File: config.mk
export PLATFORM = sky130hd
export DESIGN_NAME = rr_burst_arbiter
export DESIGN_NICKNAME = d
export VERILOG_FILES = /design/src/rtl/rr_arb_pkg.sv /design/src/rtl/rr_pick.sv /design/src/rtl/rr_burst_arbiter.sv
export SDC_FILE = /design/constraint.sdc
export NUM_CORES = 1
export LEC_CHECK = 0
export ABC_AREA = 1
export CAP_MARGIN = 40
export CORE_UTILIZATION = 65
export CTS_CLUSTER_DIAMETER = 60
export DETAILED_ROUTE_END_ITERATION = 6
export DONT_BUFFER_PORTS = 1
export PLACE_DENSITY = 0.81
export SYNTH_ARGS = -nofsm -noshare
export SYNTH_HDL_FRONTEND = slang
export SYNTH_SLANG_ARGS = --single-unit
export TNS_END_PERCENT = 1
File: constraint.sdc
create_clock -name clk -period 5.17 [get_ports clk]
set_clock_uncertainty 0.1 [all_clocks]
set_input_delay 0.7755 -clock clk [delete_from_list [all_inputs] [get_ports clk]]
set_output_delay 0.7755 -clock clk [all_outputs]
set_load 0.005 [all_outputs]
File: src/rtl/rr_arb_pkg.sv
// Shared types and constants for the round-robin burst arbiter.
//   state_e        : arbiter FSM states (IDLE = no owner, BUSY = grant held)
//   NUM_REQ_DEF    : default number of requesters
//   owner_t        : binary owner index type
//   HOLD_W         : width of the optional hold counter
//   onehot_to_idx  : converts a one-hot grant vector to its binary index
package rr_arb_pkg;

   typedef enum logic {
      IDLE = 1'b0,
      BUSY = 1'b1
   } state_e;

   localparam int NUM_REQ_DEF = 4;
   localparam int HOLD_W      = 8;

   typedef logic [1:0] owner_t;

   function automatic owner_t onehot_to_idx(input logic [3:0] oh);
      owner_t idx;
      idx = '0;
      for (int i = 0; i < 4; i++) begin
         if (oh[i]) idx = owner_t'(i);
      end
      return idx;
   endfunction

endpackage

File: src/rtl/rr_pick.sv
// Combinational rotating-priority picker.
// Ports:
//   req     in  : request vector, bit i = requester i
//   ptr     in  : index holding the highest priority this cycle
//   winner  out : one-hot winner (all zero when no request)
//   any_req out : at least one request is present
module rr_pick
   import rr_arb_pkg::*;
#(
   parameter int NUM_REQ = NUM_REQ_DEF
) (
   input  logic [NUM_REQ-1:0] req,
   input  logic [1:0]         ptr,
   output logic [NUM_REQ-1:0] winner,
   output logic               any_req
);

   // Walk the requesters in the order ptr, ptr+1, ... (mod 4); the first
   // asserted one wins. The 2-bit index wraps naturally.
   always_comb begin
      logic       found;
      logic [1:0] idx;
      winner = '0;
      found  = 1'b0;
      idx    = '0;
      for (int k = 0; k < NUM_REQ; k++) begin
         idx = ptr + 2'(k);
         if (!found && req[idx]) begin
            winner[idx] = 1'b1;
            found       = 1'b1;
         end
      end
   end

   assign any_req = |req;

endmodule

File: src/rtl/rr_burst_arbiter.sv
// Round-robin burst arbiter: grants one of four requesters and holds the
// grant until the shared resource signals done, the owner drops its request,
// or (optionally) a hold limit expires. On release the next owner is granted
// in the same cycle boundary with no idle bubble, the releasing owner being
// last in line.
// Optional feature: define RR_BURST_ARBITER_TIMEOUT_EN to build the hold
// counter and the forced-revocation timeout pulse.
// Ports:
//   clk         in  : clock, all state on posedge
//   rst_n       in  : synchronous active-low reset
//   req         in  : request levels, bit i = requester i
//   done        in  : one-cycle completion pulse for the current owner
//   grant       out : registered one-hot grant, zero when idle
//   grant_valid out : registered, equals |grant
//   owner_id    out : registered binary index of the owner, 0 when idle
//   timeout     out : registered one-cycle pulse on forced revocation
module rr_burst_arbiter
   import rr_arb_pkg::*;
#(
   parameter int NUM_REQ  = NUM_REQ_DEF,
   parameter int MAX_HOLD = 16
) (
   input  logic               clk,
   input  logic               rst_n,
   input  logic [NUM_REQ-1:0] req,
   input  logic               done,
   output logic [NUM_REQ-1:0] grant,
   output logic               grant_valid,
   output logic [1:0]         owner_id,
   output logic               timeout
);

   state_e             state_q, state_d;
   logic [1:0]         ptr_q, ptr_d;
   logic [1:0]         owner_q, owner_d;
   logic [NUM_REQ-1:0] grant_q, grant_d;
   logic               valid_q;
   logic [1:0]         pick_ptr;
   logic [NUM_REQ-1:0] winner;
   logic               any_req;
   logic               release_ev;
   logic               new_grant;
   logic               expire;

   // At a release the picker already sees the rotated pointer, so the
   // releasing owner sits at lowest priority and the next grant is immediate.
   assign pick_ptr = (state_q == BUSY) ? owner_q + 2'd1 : ptr_q;

   rr_pick #(
      .NUM_REQ (NUM_REQ)
   ) u_pick (
      .req     (req),
      .ptr     (pick_ptr),
      .winner  (winner),
      .any_req (any_req)
   );

   assign release_ev = (state_q == BUSY) && (done || !req[owner_q] || expire);
   assign new_grant  = any_req && ((state_q == IDLE) || release_ev);

`ifdef RR_BURST_ARBITER_TIMEOUT_EN
   localparam logic [HOLD_W-1:0] HOLD_LAST = HOLD_W'(MAX_HOLD - 1);

   logic [HOLD_W-1:0] hold_q, hold_d;
   logic              timeout_q, timeout_d;

   // hold_q counts completed BUSY cycles of the current owner; the cycle in
   // which it reaches MAX_HOLD-1 is the owner's last.
   assign expire = (state_q == BUSY) && (hold_q == HOLD_LAST);

   always_comb begin
      hold_d = '0;
      if (new_grant) begin
         hold_d = '0;
      end else if (state_q == BUSY) begin
         hold_d = hold_q + 1'b1;
      end
      // Pulse only when the limit alone caused the release.
      timeout_d = expire && !done && req[owner_q];
   end

   always_ff @(posedge clk) begin
      if (!rst_n) begin
         hold_q    <= '0;
         timeout_q <= 1'b0;
      end else begin
         hold_q    <= hold_d;
         timeout_q <= timeout_d;
      end
   end

   assign timeout = timeout_q;
`else
   assign expire  = 1'b0;
   assign timeout = 1'b0;
`endif

   always_ff @(posedge clk) begin
      if (!rst_n) begin
         state_q <= IDLE;
      end else begin
         state_q <= state_d;
      end
   end

   always_comb begin
      state_d = state_q;
      case (state_q)
         IDLE:    if (any_req) state_d = BUSY;
         BUSY:    if (release_ev && !any_req) state_d = IDLE;
         default: state_d = IDLE;
      endcase
   end

   always_comb begin
      grant_d = grant_q;
      owner_d = owner_q;
      ptr_d   = ptr_q;
      if (release_ev) begin
         ptr_d = owner_q + 2'd1;
      end
      if (new_grant) begin
         grant_d = winner;
         owner_d = onehot_to_idx(winner);
      end else if (release_ev) begin
         grant_d = '0;
         owner_d = '0;
      end
   end

   always_ff @(posedge clk) begin
      if (!rst_n) begin
         grant_q <= '0;
         valid_q <= 1'b0;
         owner_q <= '0;
         ptr_q   <= '0;
      end else begin
         grant_q <= grant_d;
         valid_q <= |grant_d;
         owner_q <= owner_d;
         ptr_q   <= ptr_d;
      end
   end

   assign grant       = grant_q;
   assign grant_valid = valid_q;
   assign owner_id    = owner_q;

endmodule

Word level (Yosys, flattened, before mapping)
Index checks and enable logic that the tools add are counted.
{ "totals": {"reg_bits": 10, "in_bits": 7, "out_inout_bits": 8} }
{ "classes": {"n_addsub": 4, "order_cmp": 9, "muxes": 36, "bitwise_logic": 4, "reduce_logical": 20} }
{ "ops": {"columns": ["op", "n"], "rows": [
  ["two-way mux 4 bit", 6],
  ["less-than comparator 2 x 3 -> 1 bit (second input constant)", 5],
  ["two-way mux 1 bit", 15],
  ["OR 4 bit", 3],
  ["binary-select mux 1 bit (select 2 bit)", 5],
  ["logical AND 1 bit", 10],
  ["two-way mux 2 bit", 5],
  ["demux 1 bit (select 2 bit)", 4],
  ["greater-or-equal comparator 2 x 1 -> 1 bit (second input constant)", 4],
  ["OR reduction 4 bit", 2],
  ["logical NOT 1 bit", 5],
  ["adder 2 x 1 -> 2 bit (second input constant)", 2],
  ["adder 2 bit (second input constant)", 2],
  ["logical OR 1 bit", 2],
  ["case mux 1 bit (2 select lines)", 1],
  ["nonzero test 2 bit", 1],
  ["NOT 1 bit", 1]
]} }

Logic depth before layout (Yosys ltp)
Gate-level depths: netlist of run 1.
{ "logic_depth": {"word_depth": 18, "mapped_depth": 17, "mapped_depth_nobuf": 16} }

Hierarchy
A second synthesis of run 1 with hierarchy kept.
{ "unflattened": {"hier_cells": 144, "hier_area_um2": 919.6} }
{ "by_module_without_submodules": {"columns": ["mod", "n_inst", "cells_per_inst", "area_each_um2"], "rows": [
  ["rr_burst_arbiter", 1, 70, 514.2],
  ["rr_pick", 1, 74, 405.4]
]} }

Worst setup path after synthesis of run 1
Ideal clock, no wire load.
{ "synth_path": {"path_type": "register -> register", "startpoint": "register state_q", "endpoint": "register valid_q, in the netlist grant_valid", "t_arrival_ns": 1.870, "required_time_ns": 5.000, "path_slack_ns": 3.130, "path_stages_with_launch": 15, "synth_period_minus_slack_ns": 2.040, "path_cell_list": "dfxtp_1 > nand2_4 > nand2_4 > inv_1 > ha_1 > inv_1 > nand2_2 > nand2_4 > nor2_8 > nand3_1 > nand3_2 > nand2_2 > nand2_1 > nor2_1 > a21oi_1"} }
{ "synth_between": {"elab_chain_len": 15, "word_cells_on_any_way": 55, "classes_between": "add/sub: 3; order compare: 8; mux: 26; bitwise: 4; reduce/logical: 14"} }
{ "synth_rtl": {"columns": ["item", "line", "source"], "rows": [
  ["from (decl)", "rr_burst_arbiter.sv:33", "state_e state_q, state_d;"],
  ["from (signal assigned)", "rr_burst_arbiter.sv:102", "state_q <= state_d;"],
  ["parallel branches: the longest is 13 deep, another holds less-than comparator 2 x 3 -> 1 bit", null, null],
  ["two-way mux 4 bit (*)", "rr_burst_arbiter.sv:122", "if (new_grant) begin"],
  ["OR reduction 4 bit (*)", "rr_burst_arbiter.sv:139", "valid_q <= |grant_d;"],
  ["to (signal assigned)", "rr_burst_arbiter.sv:139", null],
  ["to (decl)", "rr_burst_arbiter.sv:37", "logic valid_q;"]
]} }
Every way passes the cells marked *. The select of a mux whose other input is x is not followed.
A chain may end at the register's enable or synchronous reset.

Worst setup path in the final report of run 1
{ "layout_path": {"startpoint": "register owner_q[0], in the netlist owner_id[0]", "endpoint": "register valid_q, in the netlist grant_valid"} }
{ "layout_between": {"elab_chain_len": 16, "word_cells_on_any_way": 59, "classes_between": "add/sub: 4; order compare: 8; mux: 28; bitwise: 3; reduce/logical: 16"} }
{ "layout_rtl": {"columns": ["item", "line", "source"], "rows": [
  ["from (decl)", "rr_burst_arbiter.sv:35", "logic [1:0] owner_q, owner_d;"],
  ["from (signal assigned)", "rr_burst_arbiter.sv:140", "owner_q <= owner_d;"],
  ["parallel branches: the longest is 14 deep, another holds less-than comparator 2 x 3 -> 1 bit", null, null],
  ["two-way mux 4 bit (*)", "rr_burst_arbiter.sv:122", null],
  ["OR reduction 4 bit (*)", "rr_burst_arbiter.sv:139", null]
]} }
Marks and branches as above.

==> results of run 1 <==
==> where the power goes <==
group          total [W]  internal [W]  leakage [nW]  switching (W)
clock          0.0000700     0.0000428        0.0210      0.0000272
combinational   0.000372      0.000130         0.475       0.000242
sequential      0.000138      0.000103        0.0823      0.0000358
==> cells in the final DEF, fill, tap and decap left out, drive strengths merged <==
cell type and instances:
dfxtp 10, o21ai 4, clkbuf 4, nor4 1
a31oi 1, o21bai 1, inv 17, or2 1
nand3b 1, nand3 33, ha 6, nand2 57
conb 1, nor2 9, a21oi 9
==> cells by family (layout without fill, tap and decap cells) <==
kind of cell	Yosys count	count (layout)	share of synthesized area, %
AOI/OAI and AO/OA	15	15	7.95
and+or+nand+nor	102	102	56.9
buffers and inverters	19	21	8.31
other	1	1	0.361
adders and majority gates	6	6	7.23
DFF	10	10	19.3
==> through the flow <==
step,cell area (µm²),std cells
finish,1080,171
global route,1080,171
CTS,1080,171
detailed placement,1040,167
global placement,1040,167
floorplan,1040,153
==> final cells by class <==
class                      instances  area [µm²]
clock buffer                       4        36.3
inverter                          17        71.3
sequential                        10         200
multi-input combinational        124         752
tap                               16        20.0
fill                             129         427
==> routing by layer <==
layer	up-vias	wire, µm	track usage, %
li1	499	-	-
met3	3	75	3.88
met2	22	1050	46.9
met5	-	0	0
met1	431	904	34.7
met4	0	21	5.81
==> sequential cells by signal, indices dropped and copies added, names as in the netlist <==
signal	cells
owner_id	2
state_q	1
ptr_q	2
grant	4
grant_valid	1
==> critical path, delay by kind of cell, from the launching register on <==
family	cells	cell delay, ns
compound gates	1	0.13
simple gates	10	1.01
fa+ha+maj	1	0.34
buf+inv	2	0.16
flops	1	0.59
==> path summary, 6_finish.rpt <==
path	start	endpoint	slack, ns	depth (start not counted)
worst min-delay path	grant[2]	grant[2]	0.41	2
worst min register to register	grant[2]	grant[2]	0.41	2
worst max-delay path	owner_id[0]	grant_valid	2.76	14
worst max register to register	owner_id[0]	grant_valid	2.76	14
==> report_table.html, run 1 <==
<table>
<tr><th>Metric</th><th>Value</th></tr>
<tr><th colspan="2">Drt</th></tr>
<tr><td>Remaining routing DRC violations</td><td>0</td></tr>
<tr><td>Routed vias</td><td>about 960</td></tr>
<tr><td>Drt first pass iters</td><td>4</td></tr>
<tr><td>Routed via count divided by cell count</td><td>5.58</td></tr>
<tr><td>Post-route ant nets</td><td>0</td></tr>
<tr><td>Post-Route WL</td><td>around 2100 µm</td></tr>
<tr><td>Detailed router's first-iteration violation count</td><td>36</td></tr>
<tr><td>Wire per inst</td><td>roughly 12 µm</td></tr>
<tr><th colspan="2">Critical path</th></tr>
<tr><td>Ordered list of cells on the worst path</td><td>nand2_4 &gt; nand2_4 &gt; inv_1 &gt; ha_1 &gt; inv_1 &gt; nand3_1 &gt; nand2_1 &gt; nor2_2 &gt; nand3_1 &gt; nand3_2 &gt; nand2_2 &gt; nand2_1 &gt; nor2_1 &gt; a21oi_1</td></tr>
<tr><td>Type of element capturing the critical path</td><td>flop</td></tr>
<tr><td>Setup Crit Path Kind</td><td>flop to flop</td></tr>
<tr><td>CP max FO</td><td>9</td></tr>
<tr><td>Slowest library cell on the worst path</td><td>dfxtp_1</td></tr>
<tr><td>Req. time, crit path</td><td>~5.3 ns</td></tr>
<tr><td>Critical path data arrival time</td><td>about 2.5 ns</td></tr>
<tr><td>Startpoint Class</td><td>flop</td></tr>
<tr><td>Delay of the slowest cell on the worst path</td><td>~0.6 ns</td></tr>
<tr><th colspan="2">Logic synthesis</th></tr>
<tr><td>Post-synth net total</td><td>approximately 170</td></tr>
<tr><td>Prevailing post-synth register cell</td><td>dfxtp_1</td></tr>
<tr><td>Count of synthesis-stage warnings from yosys</td><td>0</td></tr>
<tr><td>Cell types with the highest counts after synthesis</td><td>nand2_1 (36), nand3_1 (25), inv_1 (14), nand2_2 (14), dfxtp_1 (10)</td></tr>
<tr><td>Part of the Yosys area used for sequential elements</td><td>between 10% and 20%</td></tr>
<tr><td>Top-area cell type share of the netlist area</td><td>19.3%</td></tr>
<tr><td>Area leader, netlist</td><td>dfxtp_1</td></tr>
<tr><td>Biggest area contributors in the synthesized netlist</td><td>dfxtp_1 (19%), nand2_1 (13%), nand3_1 (12%), nand2_2 (8.4%), nand3_2 (7.7%)</td></tr>
<tr><td>Netlist cell types</td><td>23</td></tr>
<tr><td>Seq cells post-synth</td><td>10</td></tr>
<tr><td>Synthesized area</td><td>between 0.001 and 0.0015 mm²</td></tr>
<tr><td>Average instance area after synthesis</td><td>6.79 µm²</td></tr>
<tr><td>Mapped Cells</td><td>153</td></tr>
<tr><td>Share of synthesized registers carrying an async set or reset</td><td>0%</td></tr>
<tr><td>Number of enable-type register cells in the synthesized netlist</td><td>0</td></tr>
<tr><td>Count leader, synth</td><td>nand2_1</td></tr>
<tr><th colspan="2">Floorplan</th></tr>
<tr><td>Floorplan Core Area</td><td>0.00151 mm²</td></tr>
<tr><td>Die Wd</td><td>between 40 and 50 µm</td></tr>
<tr><td>Number of primary I/O pins</td><td>15</td></tr>
<tr><td>Overall die area</td><td>~0.0018 mm²</td></tr>
<tr><td>Initial standard-cell utilization of the core</td><td>between 60 and 70%</td></tr>
<tr><td>Die Ht</td><td>roughly 42 µm</td></tr>
<tr><td>Row Count</td><td>14</td></tr>
<tr><th colspan="2">Layout</th></tr>
<tr><td>Fraction of layout instances using a drive strength above 1</td><td>a little over a quarter</td></tr>
<tr><td>N_diodes</td><td>0</td></tr>
<tr><td>Synth-to-layout area growth</td><td>3.98%</td></tr>
<tr><td>Final core utilization</td><td>between 70% and 80%</td></tr>
<tr><td>Post-layout nets</td><td>between 150 and 200</td></tr>
<tr><th colspan="2">Min path</th></tr>
<tr><td>Kind of path behind the tightest hold check</td><td>flop to flop</td></tr>
<tr><th colspan="2">Run</th></tr>
<tr><td>Max-cap check violation count</td><td>0</td></tr>
<tr><th colspan="2">Clock tree</th></tr>
<tr><td>Total clock sinks</td><td>10</td></tr>
<tr><td>Cts bufs inserted</td><td>3</td></tr>
<tr><td>Clock-pin slew of the registers on the worst-case setup and hold paths</td><td>roughly 0.07 ns</td></tr>
<tr><td>Post-CTS Hold Buffers</td><td>0</td></tr>
<tr><td>Clock root buffer</td><td>clkbuf_4</td></tr>
<tr><td>CTS tree</td><td>done</td></tr>
<tr><td>H-Tree Depth</td><td>1</td></tr>
<tr><td>Number of buffers between clock root and the deepest sink</td><td>2</td></tr>
<tr><td>Cells resized by post-CTS repair</td><td>0</td></tr>
<tr><td>Clock latency of the later-clocked register in the worst-skew pair</td><td>0.27 ns</td></tr>
<tr><td>Post-CTS Setup Inserts</td><td>0</td></tr>
<tr><th colspan="2">STA</th></tr>
<tr><td>Final worst path period share</td><td>between 40% and 50%</td></tr>
<tr><td>Number of hold violations in the final report</td><td>0</td></tr>
<tr><td>Final max-slew violation count</td><td>0</td></tr>
<tr><td>Total Neg Setup Slack</td><td>0 ns</td></tr>
<tr><td>Minimum clock period</td><td>roughly 2.4 ns</td></tr>
<tr><td>Timing-limited maximum frequency</td><td>416 MHz</td></tr>
<tr><td>Setup WS post-layout</td><td>between 2 and 3 ns</td></tr>
<tr><td>Unrepaired setup endpoints after global routing</td><td>false</td></tr>
<tr><td>Final number of setup-violating endpoints</td><td>0</td></tr>
<tr><td>Hold WS</td><td>around 0.41 ns</td></tr>
<tr><th colspan="2">Placed design</th></tr>
<tr><td>Worst slack at placement</td><td>2.76 ns</td></tr>
<tr><td>Final GP Congestion</td><td>~0.91</td></tr>
<tr><td>Count of port buffers added during placement</td><td>0</td></tr>
<tr><td>Post-detail-place hpwl</td><td>approximately 1700 µm</td></tr>
<tr><th colspan="2">Power and ir drop</th></tr>
<tr><td>Pwr per Cell Area</td><td>538 mW/mm²</td></tr>
<tr><td>Static leakage</td><td>about 0.58 nW</td></tr>
<tr><td>Worst VDD drop</td><td>a little over 0.0003 V</td></tr>
<tr><td>Post-route total power</td><td>just under 0.0006 W</td></tr>
<tr><th colspan="2">Global route</th></tr>
<tr><td>Via count of the first global-routing pass</td><td>about 900</td></tr>
<tr><td>Largest net degree at the start of global routing</td><td>10</td></tr>
<tr><td>Global route overflow</td><td>0</td></tr>
<tr><td>Antenna violations before repair</td><td>0</td></tr>
<tr><td>Wire length of the first global-routing pass</td><td>about 3700 µm</td></tr>
<tr><td>Total routing resource utilization after global routing</td><td>between 20% and 30%</td></tr>
<tr><th colspan="2">Run status</th></tr>
<tr><td>Outcome</td><td>finished, final reports clean</td></tr>
</table>
Note: power is estimated with default switching activity, not from simulation.
==> run 2: changes to the inputs <==
CORE_UTILIZATION = 56   (was 65)
PLACE_DENSITY = 0.74   (was 0.81)
clock period = 2.1 ns   (was 5.17 ns; I/O delays follow)
==> run 2 against run 1 <==
Critical path depth rose by 2. Combinational power rose to 3.4 times the previous value. Wire length rose by 24%. Global-route usage fell by 2.3 points. Non-clock buffer count rose by 14. Register-to-register slack got worse by 2.7 ns. Sequential power rose by 140%. Sequential share of layout area fell by 2.8 points. Setup slack got worse by 2.7 ns. Hold slack got worse by 0.34 ns. Core utilization rose by 3.5 points.
==> report_table.html, run 2 (synthesis gave the netlist of run 1 again) <==
<table>
<tr><th>Metric</th><th>Value</th></tr>
<tr><th colspan="2">Clock tree</th></tr>
<tr><td>CTS tree</td><td>done</td></tr>
<tr><td>Number of buffers between clock root and the deepest sink</td><td>2</td></tr>
<tr><td>Cts bufs inserted</td><td>3</td></tr>
<tr><td>Clock-pin slew of the registers on the worst-case setup and hold paths</td><td>~0.05 ns</td></tr>
<tr><td>H-Tree Depth</td><td>1</td></tr>
<tr><td>Total clock sinks</td><td>10</td></tr>
<tr><td>Post-CTS Hold Buffers</td><td>0</td></tr>
<tr><td>Clock latency of the later-clocked register in the worst-skew pair</td><td>roughly 0.25 ns</td></tr>
<tr><td>Clock root buffer</td><td>clkbuf_4</td></tr>
<tr><th colspan="2">Global route</th></tr>
<tr><td>Via count of the first global-routing pass</td><td>around 930</td></tr>
<tr><td>Global route overflow</td><td>0</td></tr>
<tr><td>Total routing resource utilization after global routing</td><td>24.5%</td></tr>
<tr><td>Antenna violations before repair</td><td>0</td></tr>
<tr><td>Largest net degree at the start of global routing</td><td>9</td></tr>
<tr><td>Wire length of the first global-routing pass</td><td>roughly 3700 µm</td></tr>
<tr><th colspan="2">Layout</th></tr>
<tr><td>Final core utilization</td><td>~75%</td></tr>
<tr><td>Area of the multi-input gates</td><td>approximately 850 µm²</td></tr>
<tr><td>Most frequent standard cell in the layout excluding fill and tap cells</td><td>nand2_1</td></tr>
<tr><td>Count of fill cells added during filler insertion</td><td>~150</td></tr>
<tr><td>Register area</td><td>~200 µm²</td></tr>
<tr><td>Commonest cells after routing, fill and taps aside</td><td>nand2_1 (32), nand3_2 (20), nand2_2 (17)</td></tr>
<tr><td>Synth-to-layout area growth</td><td>24.9%</td></tr>
<tr><td>N_diodes</td><td>0</td></tr>
<tr><td>Flip-flop count of the largest register, all copies and words added</td><td>4</td></tr>
<tr><td>Fraction of layout instances using a drive strength above 1</td><td>a little under half</td></tr>
<tr><td>Post-layout nets</td><td>183</td></tr>
<tr><td>Area of all placed cells without fillers</td><td>0.00130 mm²</td></tr>
<tr><th colspan="2">Placed design</th></tr>
<tr><td>Post-detail-place hpwl</td><td>1890 µm</td></tr>
<tr><td>Final GP Congestion</td><td>0.876</td></tr>
<tr><td>Count of port buffers added during placement</td><td>0</td></tr>
<tr><td>Placement-stage cell area</td><td>approximately 0.0012 mm²</td></tr>
<tr><th colspan="2">Drt</th></tr>
<tr><td>Detailed router's first-iteration violation count</td><td>12</td></tr>
<tr><td>Wire per inst</td><td>between 10 and 15 µm</td></tr>
<tr><td>Routed via count divided by cell count</td><td>approximately 5.4</td></tr>
<tr><td>Post-route ant nets</td><td>0</td></tr>
<tr><td>Drt first pass iters</td><td>4</td></tr>
<tr><td>Routed vias</td><td>approximately 1000</td></tr>
<tr><td>Post-Route WL</td><td>between 2000 and 3000 µm</td></tr>
<tr><td>Remaining routing DRC violations</td><td>0</td></tr>
<tr><th colspan="2">Run</th></tr>
<tr><td>Max-cap check violation count</td><td>0</td></tr>
<tr><th colspan="2">Floorplan</th></tr>
<tr><td>Row Count</td><td>15</td></tr>
<tr><td>Die Ht</td><td>roughly 45 µm</td></tr>
<tr><td>Overall die area</td><td>between 0.002 and 0.0025 mm²</td></tr>
<tr><td>Floorplan Core Area</td><td>between 0.0015 and 0.002 mm²</td></tr>
<tr><td>Die Wd</td><td>45.1 µm</td></tr>
<tr><td>Number of primary I/O pins</td><td>15</td></tr>
<tr><td>Initial standard-cell utilization of the core</td><td>roughly three fifths</td></tr>
<tr><th colspan="2">Run status</th></tr>
<tr><td>Outcome</td><td>finished, final reports clean</td></tr>
<tr><th colspan="2">Critical path</th></tr>
<tr><td>R2R Setup Slk</td><td>between 0.1 and 0.15 ns</td></tr>
<tr><td>Critical path data arrival time</td><td>between 2 and 2.5 ns</td></tr>
<tr><td>Req. time, crit path</td><td>2.19 ns</td></tr>
<tr><td>Startpoint Class</td><td>flop</td></tr>
<tr><td>CP max FO</td><td>8</td></tr>
<tr><td>Type of element capturing the critical path</td><td>flop</td></tr>
<tr><td>Setup Crit Path Kind</td><td>flop to flop</td></tr>
<tr><th colspan="2">STA</th></tr>
<tr><td>Number of hold violations in the final report</td><td>0</td></tr>
<tr><td>Final max-slew violation count</td><td>0</td></tr>
<tr><td>Hold WS</td><td>0.0690 ns</td></tr>
<tr><td>Timing-limited maximum frequency</td><td>501 MHz</td></tr>
<tr><td>Final worst path period share</td><td>95.1%</td></tr>
<tr><td>Minimum clock period</td><td>approximately 2 ns</td></tr>
<tr><td>Final number of setup-violating endpoints</td><td>0</td></tr>
<tr><th colspan="2">Min path</th></tr>
<tr><td>Kind of path behind the tightest hold check</td><td>primary input to flop</td></tr>
<tr><th colspan="2">Power and ir drop</th></tr>
<tr><td>Static leakage</td><td>between 0.6 and 0.7 nW</td></tr>
<tr><td>Pwr per Cell Area</td><td>between 1000 and 1500 mW/mm²</td></tr>
<tr><td>Worst VDD drop</td><td>roughly 0.0008 V</td></tr>
</table>
-- run 2: cell types whose count changed in the layout (fill, tap and decap cells not counted), sizes merged --
cell	delta
buf	+14
clkbuf	-1
-- run 2: path summary, 6_finish.rpt --
path,to,depth (start not counted),from
worst min register to register,grant[0],2,grant[0]
worst min-delay path,owner_id[1],2,rst_n
worst max-delay path,owner_id[0],16,state_q
worst max register to register,owner_id[0],16,state_q
-- run 2: report_power, final --
group	leakage, nW	total (W)	switching [W]	internal (W)
logic	0.562	0.00126	0.000774	0.000483
registers	0.0831	0.000331	0.0000730	0.000258
clock network	0.0138	0.000120	0.0000548	0.0000656
total	0.658	0.00171	0.000902	0.000807
-- run 2: critical path, cell delays in order, from the launching register on --
cell     delay, ns
dfxtp_2       0.33
buf_6         0.13
inv_6         0.07
nand2_8       0.05
nand2_4       0.08
inv_4         0.04
ha_4          0.28
inv_4         0.04
nand2_4       0.05
nand2_4       0.09
nor2_8        0.16
nand3_1       0.12
nand3_2       0.10
nand2_2       0.06
nor2_1        0.10
nor2_1        0.05
nor2_1        0.07
-- run 2: routing by layer --
metal | vias to the layer above | global-route usage [%] | share of wire [%]
li1 | 527 | - | -
met1 | 483 | 29.6 | 42
met2 | 21 | 43.2 | 53
met3 | 9 | 2.80 | 2.0
met4 | 0 | 10.9 | 2.7
met5 | - | 0 | 0
-- run 2: per-stage QoR --
stage | setup TNS, ns | instances | power [W] | worst slack (ns)
finish | 0 | 193 | 0.00171 | 0.104
global route | -0.00973 | 193 | 0.00184 | -0.00973
CTS | 0 | 192 | 0.00158 | 0.0138
detailed placement | -0.122 | 189 | 0.00142 | -0.0752
global placement | 0 | 189 | 0.00139 | 0.00385
floorplan | 0 | 153 | 0.00112 | 0.0602
-- run 2: repair_timing --
| action | CTS | global route |
|---|---|---|
| gates resized for setup | 3 | 28 |
| endpoints found under the setup margin | 3 | 6 |
| pin swaps | 0 | 14 |
| setup buffers | 0 | 2 |
-- run 2: cell type report --
type / count / area share [%]
flip-flops and latches: 10 / 15.7
inverters: 17 / 6.08
well taps: 25 / 2.41
clock buffers: 3 / 1.74
repair buffers: 14 / 8.39
multi-input cells: 124 / 65.7
==> run 3: changes to the inputs <==
ABC_AREA = default   (was 1)
CORE_UTILIZATION = 55   (was 56)
PLACE_DENSITY = 0.73   (was 0.74)
==> run 3 against run 2 <==
The run now ends with negative setup slack left. Fmax shrank 22%. Critical path depth shrank 7. Combinational power shrank 12%. Sequential power shrank 3%. Via count shrank 3.2%. First-iteration DRC count grew to 2.8 times the previous value. Setup slack lost 0.56 ns. Wire length shrank 0.47%. Register-to-register slack lost 0.56 ns. Core utilization grew 8.1 points. Critical path type unchanged. Largest power group unchanged. Highest routed layer unchanged.
==> report_table.html, run 3 <==
<table>
<tr><th>Metric</th><th>Value</th></tr>
<tr><th colspan="2">Critical path</th></tr>
<tr><td>Worst-case reg-to-reg path depth</td><td>9</td></tr>
<tr><td>Setup Crit Path Kind</td><td>flop to flop</td></tr>
<tr><td>Type of element capturing the critical path</td><td>flop</td></tr>
<tr><td>CP max FO</td><td>5</td></tr>
<tr><td>Ordered list of cells on the worst path</td><td>xor2_4 &gt; mux2i_4 &gt; ha_4 &gt; mux4_2 &gt; buf_4 &gt; and4b_4 &gt; a2111oi_4 &gt; o21ai_1 &gt; o41a_1</td></tr>
<tr><td>Req. time, crit path</td><td>~2.1 ns</td></tr>
<tr><td>Critical path data arrival time</td><td>2.60 ns</td></tr>
<tr><td>Slowest library cell on the worst path</td><td>dfxtp_4</td></tr>
<tr><td>Startpoint Class</td><td>flop</td></tr>
<tr><td>Delay of the slowest cell on the worst path</td><td>approximately 0.38 ns</td></tr>
<tr><th colspan="2">Power and ir drop</th></tr>
<tr><td>Relative contribution of sequential cells to total power</td><td>20.6%</td></tr>
<tr><td>Static leakage</td><td>around 0.59 nW</td></tr>
<tr><td>Worst VDD drop</td><td>a little over 0.0008 V</td></tr>
<tr><td>Switching power</td><td>0.000625 W</td></tr>
<tr><td>Part of the power in the clock network</td><td>8.6%</td></tr>
<tr><td>Combinational fraction of design power</td><td>70.8%</td></tr>
<tr><td>Internal portion of total power</td><td>roughly 0.00094 W</td></tr>
<tr><td>Pwr per Cell Area</td><td>between 1000 and 1500 mW/mm²</td></tr>
<tr><td>Switching fraction of total power</td><td>roughly two fifths</td></tr>
<tr><th colspan="2">Global route</th></tr>
<tr><td>Global route overflow</td><td>0</td></tr>
<tr><td>Wire length of the first global-routing pass</td><td>about 4400 µm</td></tr>
<tr><td>Antenna violations before repair</td><td>0</td></tr>
<tr><td>Largest net degree at the start of global routing</td><td>10</td></tr>
<tr><td>Via count of the first global-routing pass</td><td>about 980</td></tr>
<tr><td>Total routing resource utilization after global routing</td><td>30.4%</td></tr>
<tr><th colspan="2">Logic synthesis</th></tr>
<tr><td>Netlist cell types</td><td>45</td></tr>
<tr><td>Cell types with the highest counts after synthesis</td><td>dfxtp_1 (10), nand2_1 (10), nand3_1 (8)</td></tr>
<tr><td>Simple-gate portion of the synthesized area</td><td>29.0%</td></tr>
<tr><td>Post-synth net total</td><td>approximately 130</td></tr>
<tr><td>Post-synthesis mux area share</td><td>under 10%</td></tr>
<tr><td>Mapped Cells</td><td>about 110</td></tr>
<tr><td>Average instance area after synthesis</td><td>~8.6 µm²</td></tr>
<tr><td>Count of synthesis-stage warnings from yosys</td><td>0</td></tr>
<tr><td>Biggest area contributors in the synthesized netlist</td><td>dfxtp_1 (21%), ha_1 (7.8%), mux2i_1 (5.2%), a22oi_1 (4.7%), mux4_2 (4.7%)</td></tr>
<tr><td>Post-synthesis compound-gate area fraction</td><td>between 20 and 30%</td></tr>
<tr><td>Area leader, netlist</td><td>dfxtp_1</td></tr>
<tr><td>Number of enable-type register cells in the synthesized netlist</td><td>0</td></tr>
<tr><td>Main combinational cell family by area after synthesis</td><td>simple AND/OR/NAND/NOR gates</td></tr>
<tr><td>Seq cells post-synth</td><td>10</td></tr>
<tr><td>Fraction of synthesized cell area in xor and xnor cells</td><td>0.910%</td></tr>
<tr><td>Adder-cell share of the synthesized area</td><td>about 8%</td></tr>
<tr><td>Part of the Yosys area used for sequential elements</td><td>roughly a fifth</td></tr>
<tr><td>Prevailing post-synth register cell</td><td>dfxtp_1</td></tr>
<tr><td>Synthesized area</td><td>slightly below 0.001 mm²</td></tr>
<tr><td>Share of synthesized registers carrying an async set or reset</td><td>0%</td></tr>
<tr><td>Top-area cell type share of the netlist area</td><td>roughly a fifth</td></tr>
<tr><th colspan="2">Clock tree</th></tr>
<tr><td>Clock root buffer</td><td>clkbuf_4</td></tr>
<tr><td>Total clock sinks</td><td>10</td></tr>
<tr><td>Cts bufs inserted</td><td>3</td></tr>
<tr><td>Number of buffers between clock root and the deepest sink</td><td>2</td></tr>
<tr><td>CTS tree</td><td>done</td></tr>
<tr><td>Clock-pin slew of the registers on the worst-case setup and hold paths</td><td>0.06 ns</td></tr>
<tr><td>H-Tree Depth</td><td>1</td></tr>
<tr><td>Clock latency of the later-clocked register in the worst-skew pair</td><td>0.26 ns</td></tr>
<tr><th colspan="2">Floorplan</th></tr>
<tr><td>Row Count</td><td>14</td></tr>
<tr><td>Floorplan Core Area</td><td>~0.0016 mm²</td></tr>
<tr><td>Initial standard-cell utilization of the core</td><td>61.0%</td></tr>
<tr><td>Overall die area</td><td>0.00192 mm²</td></tr>
<tr><td>Number of primary I/O pins</td><td>15</td></tr>
<tr><td>Die Ht</td><td>approximately 44 µm</td></tr>
<tr><td>Die Wd</td><td>roughly 44 µm</td></tr>
<tr><th colspan="2">Run status</th></tr>
<tr><td>Violated checks</td><td>negative setup slack</td></tr>
<tr><td>Outcome</td><td>finished with violations</td></tr>
<tr><th colspan="2">Placed design</th></tr>
<tr><td>Post-detail-place hpwl</td><td>between 1500 and 2000 µm</td></tr>
<tr><td>Final GP Congestion</td><td>~0.94</td></tr>
<tr><td>Worst slack at placement</td><td>-0.468 ns</td></tr>
<tr><td>Placement-stage cell area</td><td>around 0.0012 mm²</td></tr>
<tr><td>Count of port buffers added during placement</td><td>0</td></tr>
<tr><th colspan="2">STA</th></tr>
<tr><td>Total Neg Setup Slack</td><td>-1.99 ns</td></tr>
<tr><td>Final number of setup-violating endpoints</td><td>7</td></tr>
<tr><td>Final max-slew violation count</td><td>0</td></tr>
<tr><td>Hold WS</td><td>between 0.07 and 0.08 ns</td></tr>
<tr><td>Number of hold violations in the final report</td><td>0</td></tr>
<tr><td>Timing-limited maximum frequency</td><td>around 400 MHz</td></tr>
<tr><td>Minimum clock period</td><td>between 2 and 3 ns</td></tr>
<tr><td>Setup WS post-layout</td><td>-0.459 ns</td></tr>
<tr><td>Final worst path period share</td><td>122%</td></tr>
<tr><td>Unrepaired setup endpoints after global routing</td><td>true</td></tr>
<tr><th colspan="2">Drt</th></tr>
<tr><td>Post-route ant nets</td><td>0</td></tr>
<tr><td>Drt first pass iters</td><td>4</td></tr>
<tr><td>Post-Route WL</td><td>roughly 2500 µm</td></tr>
<tr><td>Wire per inst</td><td>~16 µm</td></tr>
<tr><td>Routed via count divided by cell count</td><td>6.33</td></tr>
<tr><td>Remaining routing DRC violations</td><td>0</td></tr>
<tr><td>Detailed router's first-iteration violation count</td><td>33</td></tr>
<tr><td>Routed vias</td><td>just over 1000</td></tr>
<tr><th colspan="2">Layout</th></tr>
<tr><td>Count of fill cells added during filler insertion</td><td>approximately 100</td></tr>
<tr><td>Post-layout nets</td><td>157</td></tr>
<tr><td>N_diodes</td><td>0</td></tr>
<tr><td>Final core utilization</td><td>around 83%</td></tr>
<tr><td>Area of all placed cells without fillers</td><td>approximately 0.0013 mm²</td></tr>
<tr><td>Flip-flop count of the largest register, all copies and words added</td><td>4</td></tr>
<tr><td>Synth-to-layout area growth</td><td>36.4%</td></tr>
<tr><td>Commonest cells after routing, fill and taps aside</td><td>buf_4 (29), nand2_1 (10), nand3_1 (7), dfxtp_1 (7), inv_1 (6)</td></tr>
<tr><td>Fraction of layout instances using a drive strength above 1</td><td>about two fifths</td></tr>
<tr><td>Most frequent standard cell in the layout excluding fill and tap cells</td><td>buf_4</td></tr>
<tr><th colspan="2">Min path</th></tr>
<tr><td>Kind of path behind the tightest hold check</td><td>primary input to flop</td></tr>
<tr><td>Hold path depth</td><td>1</td></tr>
<tr><th colspan="2">Run</th></tr>
<tr><td>Max-cap check violation count</td><td>0</td></tr>
</table>
==> run 3: stage by stage <==
step	instances	power, W
after global placement	154	0.00128
after CTS	159	0.00151
final	159	0.00156
after floorplan	112	0.000928
after global routing	159	0.00167
after detailed placement	154	0.00129
==> run 3: critical path, delay by kind of cell (launching register included) <==
kind / cells / cell delay, ns
multiplexers: 2 / 0.42
XOR/XNOR: 1 / 0.18
flip-flops: 1 / 0.38
buffers and inverters: 1 / 0.16
AO/OA/AOI/OAI: 3 / 0.71
adder cells (fa/ha/maj): 1 / 0.30
AND/OR/NAND/NOR: 1 / 0.18
==> run 3: what timing repair did <==
action | CTS | global route
setup buffers | 1 | 0
gates resized for setup | 7 | 5
endpoints found under the setup margin | 7 | 7
pin swaps | 5 | 3
hold buffers | 0 | 0
==> run 3: worst paths after layout <==
kind,startpoint,end,slack (ns)
worst max-delay path,owner_id[0],grant_valid,-0.46
worst min-delay path,rst_n,owner_id[0],0.07
worst max register to register,owner_id[0],grant_valid,-0.46
worst min register to register,ptr_q[1],ptr_q[1],0.46
==> run 3: logic make-up after synthesis <==
logic type,after synthesis
xor gates and xnor gates,1
and+or+nand+nor,46
other,1
AOI/OAI and AO/OA,32
adders and majority gates,6
DFF,10
buffers and inverters,9
muxes,7
==> run 3: metal layers <==
| metal | vias to the layer above | part of all wire (%) | global-route usage, % |
|---|---|---|---|
| li1 | 485 | - | - |
| met4 | 0 | 1.8 | 9.38 |
| met5 | - | 0 | 0 |
| met3 | 7 | 5.7 | 3.33 |
| met1 | 475 | 44 | 39.1 |
| met2 | 40 | 49 | 52.8 |
==> run 3: layout make-up <==
class                   instances  area (µm²)  share of cell area, %
repair buffers                 29         218                   16.6
multi-input cells              93         811                   61.8
inverters                       7        28.8                   2.19
clock buffers                   4        26.3                   2.00
well taps                      16        20.0                   1.53
flip-flops and latches         10         209                   15.9
==> run 3: power by group through the flow <==
stage / Sequential [W] / Combinational (W) / Clock, W
6_report: 0.000321 / 0.00111 / 0.000134
5_1_grt: 0.000328 / 0.00119 / 0.000149
4_1_cts: 0.000321 / 0.00105 / 0.000139
3_5_place_dp: 0.000314 / 0.000980 / 0
3_3_place_gp: 0.000313 / 0.000963 / 0
2_1_floorplan: 0.000317 / 0.000611 / 0
